### config.mk
export PLATFORM = sky130hd
export DESIGN_NAME = instr_fetch_unit
export DESIGN_NICKNAME = d
export VERILOG_FILES = /design/src/rtl/instr_fetch_unit.sv
export SDC_FILE = /design/constraint.sdc
export NUM_CORES = 1
export LEC_CHECK = 0
export BUFFER_PORTS_ARGS = -buffer_cell sky130_fd_sc_hd__buf_2
export CORE_UTILIZATION = 45
export DETAILED_ROUTE_END_ITERATION = 10
export PLACE_DENSITY = 0.66
export SLEW_MARGIN = 5
export SYNTH_ARGS = -nofsm -noshare
export SYNTH_HDL_FRONTEND = slang
export SYNTH_SLANG_ARGS = --single-unit
### constraint.sdc
create_clock -name CLK -period 6.61 [get_ports CLK]
set_input_delay 0.661 -clock CLK [delete_from_list [all_inputs] [get_ports CLK]]
set_output_delay 0.661 -clock CLK [all_outputs]
set_load 0.005 [all_outputs]
### src/rtl/instr_fetch_unit.sv
// Instruction fetch unit: owns the PC, paces reads of instruction memory and queues fetched words for decode.
// Optional FETCH_ALIGN_CHECK_EN: a misaligned redirect raises a sticky Fault and halts fetch.
module instr_fetch_unit #(
   parameter logic [63:0] RESET_PC    = 64'h0,
   parameter int          WAIT_CYCLES = 2,
   parameter int          BUF_DEPTH   = 2
) (
   input  logic        CLK,
   input  logic        Reset,
   output logic [63:0] Address,
   input  logic [31:0] Data,
   output logic [31:0] InstrOut,
   output logic [63:0] InstrPC,
   output logic        InstrValid,
   input  logic        InstrReady,
   input  logic        Redirect,
   input  logic [63:0] RedirectPC,
   output logic        Fault
);

   localparam int                PTR_W     = $clog2(BUF_DEPTH);
   localparam int                CNT_W     = $clog2(BUF_DEPTH + 1);
   localparam logic [3:0]        WAIT_LAST = 4'(WAIT_CYCLES - 1);
   localparam logic [CNT_W-1:0]  DEPTH_C   = CNT_W'(BUF_DEPTH);

   typedef enum logic [1:0] {S_FETCH, S_FULL, S_HALT} state_e;
   typedef struct packed {
      logic [63:0] pc;
      logic [31:0] instr;
   } entry_t;

   state_e            state_q, state_d;
   logic [63:0]       pc_q, pc_d;
   logic [3:0]        wait_q, wait_d;
   logic [PTR_W-1:0]  rd_ptr_q, wr_ptr_q, rd_next;
   logic [CNT_W-1:0]  count_q, count_d;
   entry_t            head_q, head_d;
   logic              valid_q;
   entry_t            mem_q [BUF_DEPTH];

   logic wait_last, pop, do_pop, slot_free, take_redirect, redirect_bad;
   logic push, flush, load_redirect, set_fault;

   assign wait_last     = (wait_q == WAIT_LAST);
   assign pop           = valid_q & InstrReady;
   // A slot being popped on this edge is free for the word captured on the same edge.
   assign slot_free     = (count_q != DEPTH_C) | pop;
   assign take_redirect = Redirect & (state_q != S_HALT);
   assign do_pop        = pop & ~take_redirect;
   assign rd_next       = rd_ptr_q + PTR_W'(1);

`ifdef FETCH_ALIGN_CHECK_EN
   logic fault_q;
   assign redirect_bad = Redirect & (RedirectPC[1:0] != 2'b00);
   assign Fault        = fault_q;
`else
   assign redirect_bad = 1'b0;
   assign Fault        = 1'b0;
`endif

   always_ff @(posedge CLK or posedge Reset) begin
      if (Reset) state_q <= S_FETCH;
      else       state_q <= state_d;
   end

   always_comb begin
      state_d = state_q;
      unique case (state_q)
         S_FETCH: if (wait_last && !slot_free) state_d = S_FULL;
         S_FULL:  if (slot_free)               state_d = S_FETCH;
         default: state_d = S_HALT;
      endcase
      if (take_redirect) state_d = redirect_bad ? S_HALT : S_FETCH;
   end

   // NOTE: every combinational output gets a default first, so no path can infer a latch.
   always_comb begin
      push          = 1'b0;
      flush         = 1'b0;
      load_redirect = 1'b0;
      set_fault     = 1'b0;
      if (take_redirect) begin
         flush         = 1'b1;
         set_fault     = redirect_bad;
         load_redirect = ~redirect_bad;
      end else begin
         unique case (state_q)
            S_FETCH: push = wait_last & slot_free;
            S_FULL:  push = slot_free;
            default: push = 1'b0;
         endcase
      end

      pc_d   = pc_q;
      wait_d = wait_q;
      if (load_redirect)               pc_d = RedirectPC & ~64'h3;
      else if (push)                   pc_d = pc_q + 64'd4;
      if (take_redirect || push)       wait_d = '0;
      else if (state_q == S_FETCH && !wait_last) wait_d = wait_q + 4'd1;
   end

   always_comb begin
      count_d = count_q;
      head_d  = head_q;
      if (flush) begin
         count_d = '0;
      end else begin
         count_d = count_q + CNT_W'(push) - CNT_W'(do_pop);
         if (push && (count_q - CNT_W'(do_pop)) == '0) head_d = {pc_q, Data};
         else if (do_pop && count_q > CNT_W'(1))       head_d = mem_q[rd_next];
      end
   end

   // NOTE: sequential state uses non-blocking assignments so every register sees pre-edge values.
   always_ff @(posedge CLK or posedge Reset) begin
      if (Reset) begin
         pc_q     <= RESET_PC;
         wait_q   <= '0;
         rd_ptr_q <= '0;
         wr_ptr_q <= '0;
         count_q  <= '0;
         head_q   <= '0;
         valid_q  <= 1'b0;
      end else begin
         pc_q    <= pc_d;
         wait_q  <= wait_d;
         count_q <= count_d;
         head_q  <= head_d;
         valid_q <= (count_d != '0);
         if (flush) begin
            rd_ptr_q <= '0;
            wr_ptr_q <= '0;
         end else begin
            if (do_pop) rd_ptr_q <= rd_next;
            if (push)   wr_ptr_q <= wr_ptr_q + PTR_W'(1);
         end
      end
   end

   // NOTE: storage array has no reset; only slots behind a valid count are ever read.
   always_ff @(posedge CLK) begin
      if (push) mem_q[wr_ptr_q] <= {pc_q, Data};
   end

`ifdef FETCH_ALIGN_CHECK_EN
   always_ff @(posedge CLK or posedge Reset) begin
      if (Reset)          fault_q <= 1'b0;
      else if (set_fault) fault_q <= 1'b1;
   end
`endif

   assign Address    = pc_q;
   assign InstrOut   = head_q.instr;
   assign InstrPC    = head_q.pc;
   assign InstrValid = valid_q;

endmodule

==> results_dict.tcl <==
set metrics [dict create \
    grt.total_usage_pct 21.8 \
    startpoint "wait_q[1]$_DFFE_PP0P_" \
    tightest_slew_ns 0.978 \
    grt_setup_unrepaired "false" \
    core_area_sq_mm 0.0328 \
    cp_max_fo 51 \
    ff2ff_path_depth 6 \
    holdBufCountCts 0 \
    grt_pass1_vias 10500 \
    grt_max_degree 189 \
    antenna_found_initial 4 \
    slew-limit-headroom_pct 34.8 \
    io_buffers 254 \
    area_growth_pct 19.4 \
    cellLeakagePower_nw 6.72 \
    clock_sinks 355 \
    cts.repair.resized 0 \
    yosysSeqAreaShare_pct 65.2 \
    clk_latency_ns 0.52 \
    initial_core_util_pct 46.0 \
    r2r-end "mem_q[1][93]$_DFFE_PP_" \
    drt_pass1_iterations 5 \
    place_congestion 0.792 \
    worst_ep_required_time_ns 6.75 \
    dp_hpwl_mm 23.0 \
    netlist_area_sq_mm 0.0151 \
    max_cap_violations 0 \
    overflow 0 \
    critPathArrivalTime_ns 3.52 \
    drc 0 \
    r2r_start "wait_q[1]$_DFFE_PP0P_" \
    die_area_sq_mm 0.0342 \
    vias 10900 \
    r2r_slack_ns 3.24 \
    crit_slowest_cell "and3_4" \
    cts-root-buf "clkbuf_16" \
    path_cells "inv_1 -> ha_1 -> nor3b_1 -> o221a_2 -> and3_4 -> buf_4" \
    powerDensity_mw_per_mm2 443 \
    drt_wl_total_mm 36.9 \
    drive_gt1_share_pct 21.6 \
    tritoncts "done" \
    htree_num_levels 2 \
    status "completed" \
    clk_pin_slew_ns 0.06 \
    n_fill_cell 2861 \
    yosysWarnings 0 \
    post-cts-setup-buffer-count 0 \
    slowest_delay_ns 0.79 \
    final_nets 1637 \
    synth.distinct_cells 45 \
    die_x_microns 185 \
    synthFlopType "edfxtp_1" \
    critPathKind "reg2reg" \
    hold_viol 0 \
    end_kind "flop" \
    clock_path_buffers 3 \
    ant_nets 0 \
    boundaryPins 262 \
    fin_hold_ws_ns 0.299 \
    min_path_type "in2async" \
    die_h_microns 185 \
    synthCells 1310 \
    cts_made_buffers 39 \
    finalPower_w 0.00797 \
    fmax_ghz 0.296 \
    drt_iter0_drc 823 \
    fin_tns_setup_ns 0 \
    avgSynthCellArea_sq_um 11.5 \
    setup_viol 0 \
    slew_violations 0 \
    synthArstFlopShare_pct 47.0 \
    vias_per_cell 5.44 \
    layout_min_cycle_time_ns 3.37 \
    ys_ff_latch 355 \
    fin_ws_ns 3.24 \
    vdd_drop_max_uv 293 \
    pre_cts_slack_ns 3.19 \
    fp-row-count 66 \
    start_kind "flop" \
    routedWlPerCell_microns 18.4 \
    synth_edf_count 188 \
    grt_pass1_wl_mm 58.0 \
    skew_ns 0.0170 \
    post-route-period-util_pct 51.1 \
]
==> report_power, final <==
| group | leakage [nW] | total (W) | internal (W) | switching, W |
|---|---|---|---|---|
| clock network | 0.621 | 0.00216 | 0.00131 | 0.000853 |
| registers | 3.60 | 0.00374 | 0.00305 | 0.000687 |
| logic | 2.51 | 0.00206 | 0.000935 | 0.00113 |
| total | 6.72 | 0.00797 | 0.00530 | 0.00267 |
==> cell type report <==
| type | count | area, sq um | area share, % |
|---|---|---|---|
| diodes | 2 | 5.00 | 0.0278 |
| clock buffers | 59 | 1100 | 6.12 |
| clock inverters | 13 | 176 | 0.980 |
| inverters | 14 | 60.1 | 0.334 |
| multi-input cells | 857 | 4890 | 27.2 |
| flip-flops and latches | 355 | 9830 | 54.6 |
| well taps | 442 | 553 | 3.07 |
| repair buffers | 265 | 1380 | 7.66 |
==> layer usage <==
layer  track usage, %  wire length (microns)  vias to the layer above
li1                 -                      -                     5183
met1             29.5                  16100                     5376
met2             36.1                  18000                      301
met3             3.38                   1860                       57
met4             6.84                    899                        2
met5                0                     12                        -
==> synth_stat cells, drive strengths merged, types with 2 or more instances <==
library cell,count,area share (%)
ha,5,0.42
clkbuf,66,1.6
xnor2,26,1.5
nor3b,2,0.10
nand4,16,0.66
xor2,8,0.46
and4,3,0.17
and3,5,0.21
o21ai,233,7.7
or4b,2,0.13
dfrtp,167,28
o31ai,14,0.70
edfxtp,188,37
mux2i,94,6.2
nor3,8,0.27
nand2,246,6.1
a31oi,34,1.4
nor4,18,0.79
o41ai,2,0.12
nand3,28,0.93
nor2,53,1.3
a31o,2,0.12
inv,14,0.35
buf,22,0.82
or3,19,0.79
or4,18,0.97
and2,4,0.17
or2,3,0.12
==> kinds of logic after synthesis <==
kind of cell | count (synthesis) | synth area share (%)
and+or+nand+nor | 429 | 13.0
DFF | 355 | 65.2
AOI/OAI and AO/OA | 290 | 10.4
buffers and inverters | 102 | 2.81
muxes | 94 | 6.24
xor gates and xnor gates | 34 | 1.98
adders and majority gates | 5 | 0.415
other | 1 | 0.0249
==> how the worst max path moves through the flow <==
stage	to	slack (ns)	cells after the start
after global placement	mem_q[1][17]$_DFFE_PP_	3.25	6
after floorplan	mem_q[0][0]$_DFFE_PP_	0.56	6
final	mem_q[1][93]$_DFFE_PP_	3.24	6
after global routing	mem_q[1][80]$_DFFE_PP_	2.98	6
after CTS	mem_q[1][93]$_DFFE_PP_	3.17	6
after detailed placement	mem_q[1][16]$_DFFE_PP_	3.19	6
==> flip-flops by register name, summed over array words and instances, names as in the netlist <==
register / flops
InstrOut: 32
rd_ptr_q: 1
InstrValid: 1
state_q: 2
InstrPC: 62
mem_q: 188
count_q: 2
wait_q: 4
Address: 62
wr_ptr_q: 1
==> worst max-delay path, delay by kind of cell, from the launching register on <==
kind	cells	cell delay (ns)
adder cells (fa/ha/maj)	1	0.13
flip-flops	1	0.41
AO/OA/AOI/OAI	1	0.46
AND/OR/NAND/NOR	2	1.24
buffers and inverters	2	0.73
==> placed cells by master (no fill, tap or decap), drive strengths merged, types with 28 or more instances in the layout <==
| cell | netlist | routed |
|---|---|---|
| buf | 22 | 265 |
| nand2 | 246 | 246 |
| o21ai | 233 | 233 |
| edfxtp | 188 | 188 |
| dfrtp | 167 | 167 |
| mux2i | 94 | 94 |
| clkbuf | 66 | 59 |
| nor2 | 53 | 53 |
| a31oi | 34 | 34 |
| nand3 | 28 | 28 |
==> stage by stage <==
stage / util (%) / cells / cell area [sq um]
finish: 54.9 / 2007 / 18000
global route: 54.9 / 2007 / 18000
CTS: 54.9 / 2005 / 18000
detailed placement: 51.0 / 1933 / 16700
global placement: 51.0 / 1933 / 16700
floorplan: - / 1314 / 15100
(Power assumes the default switching activity.)
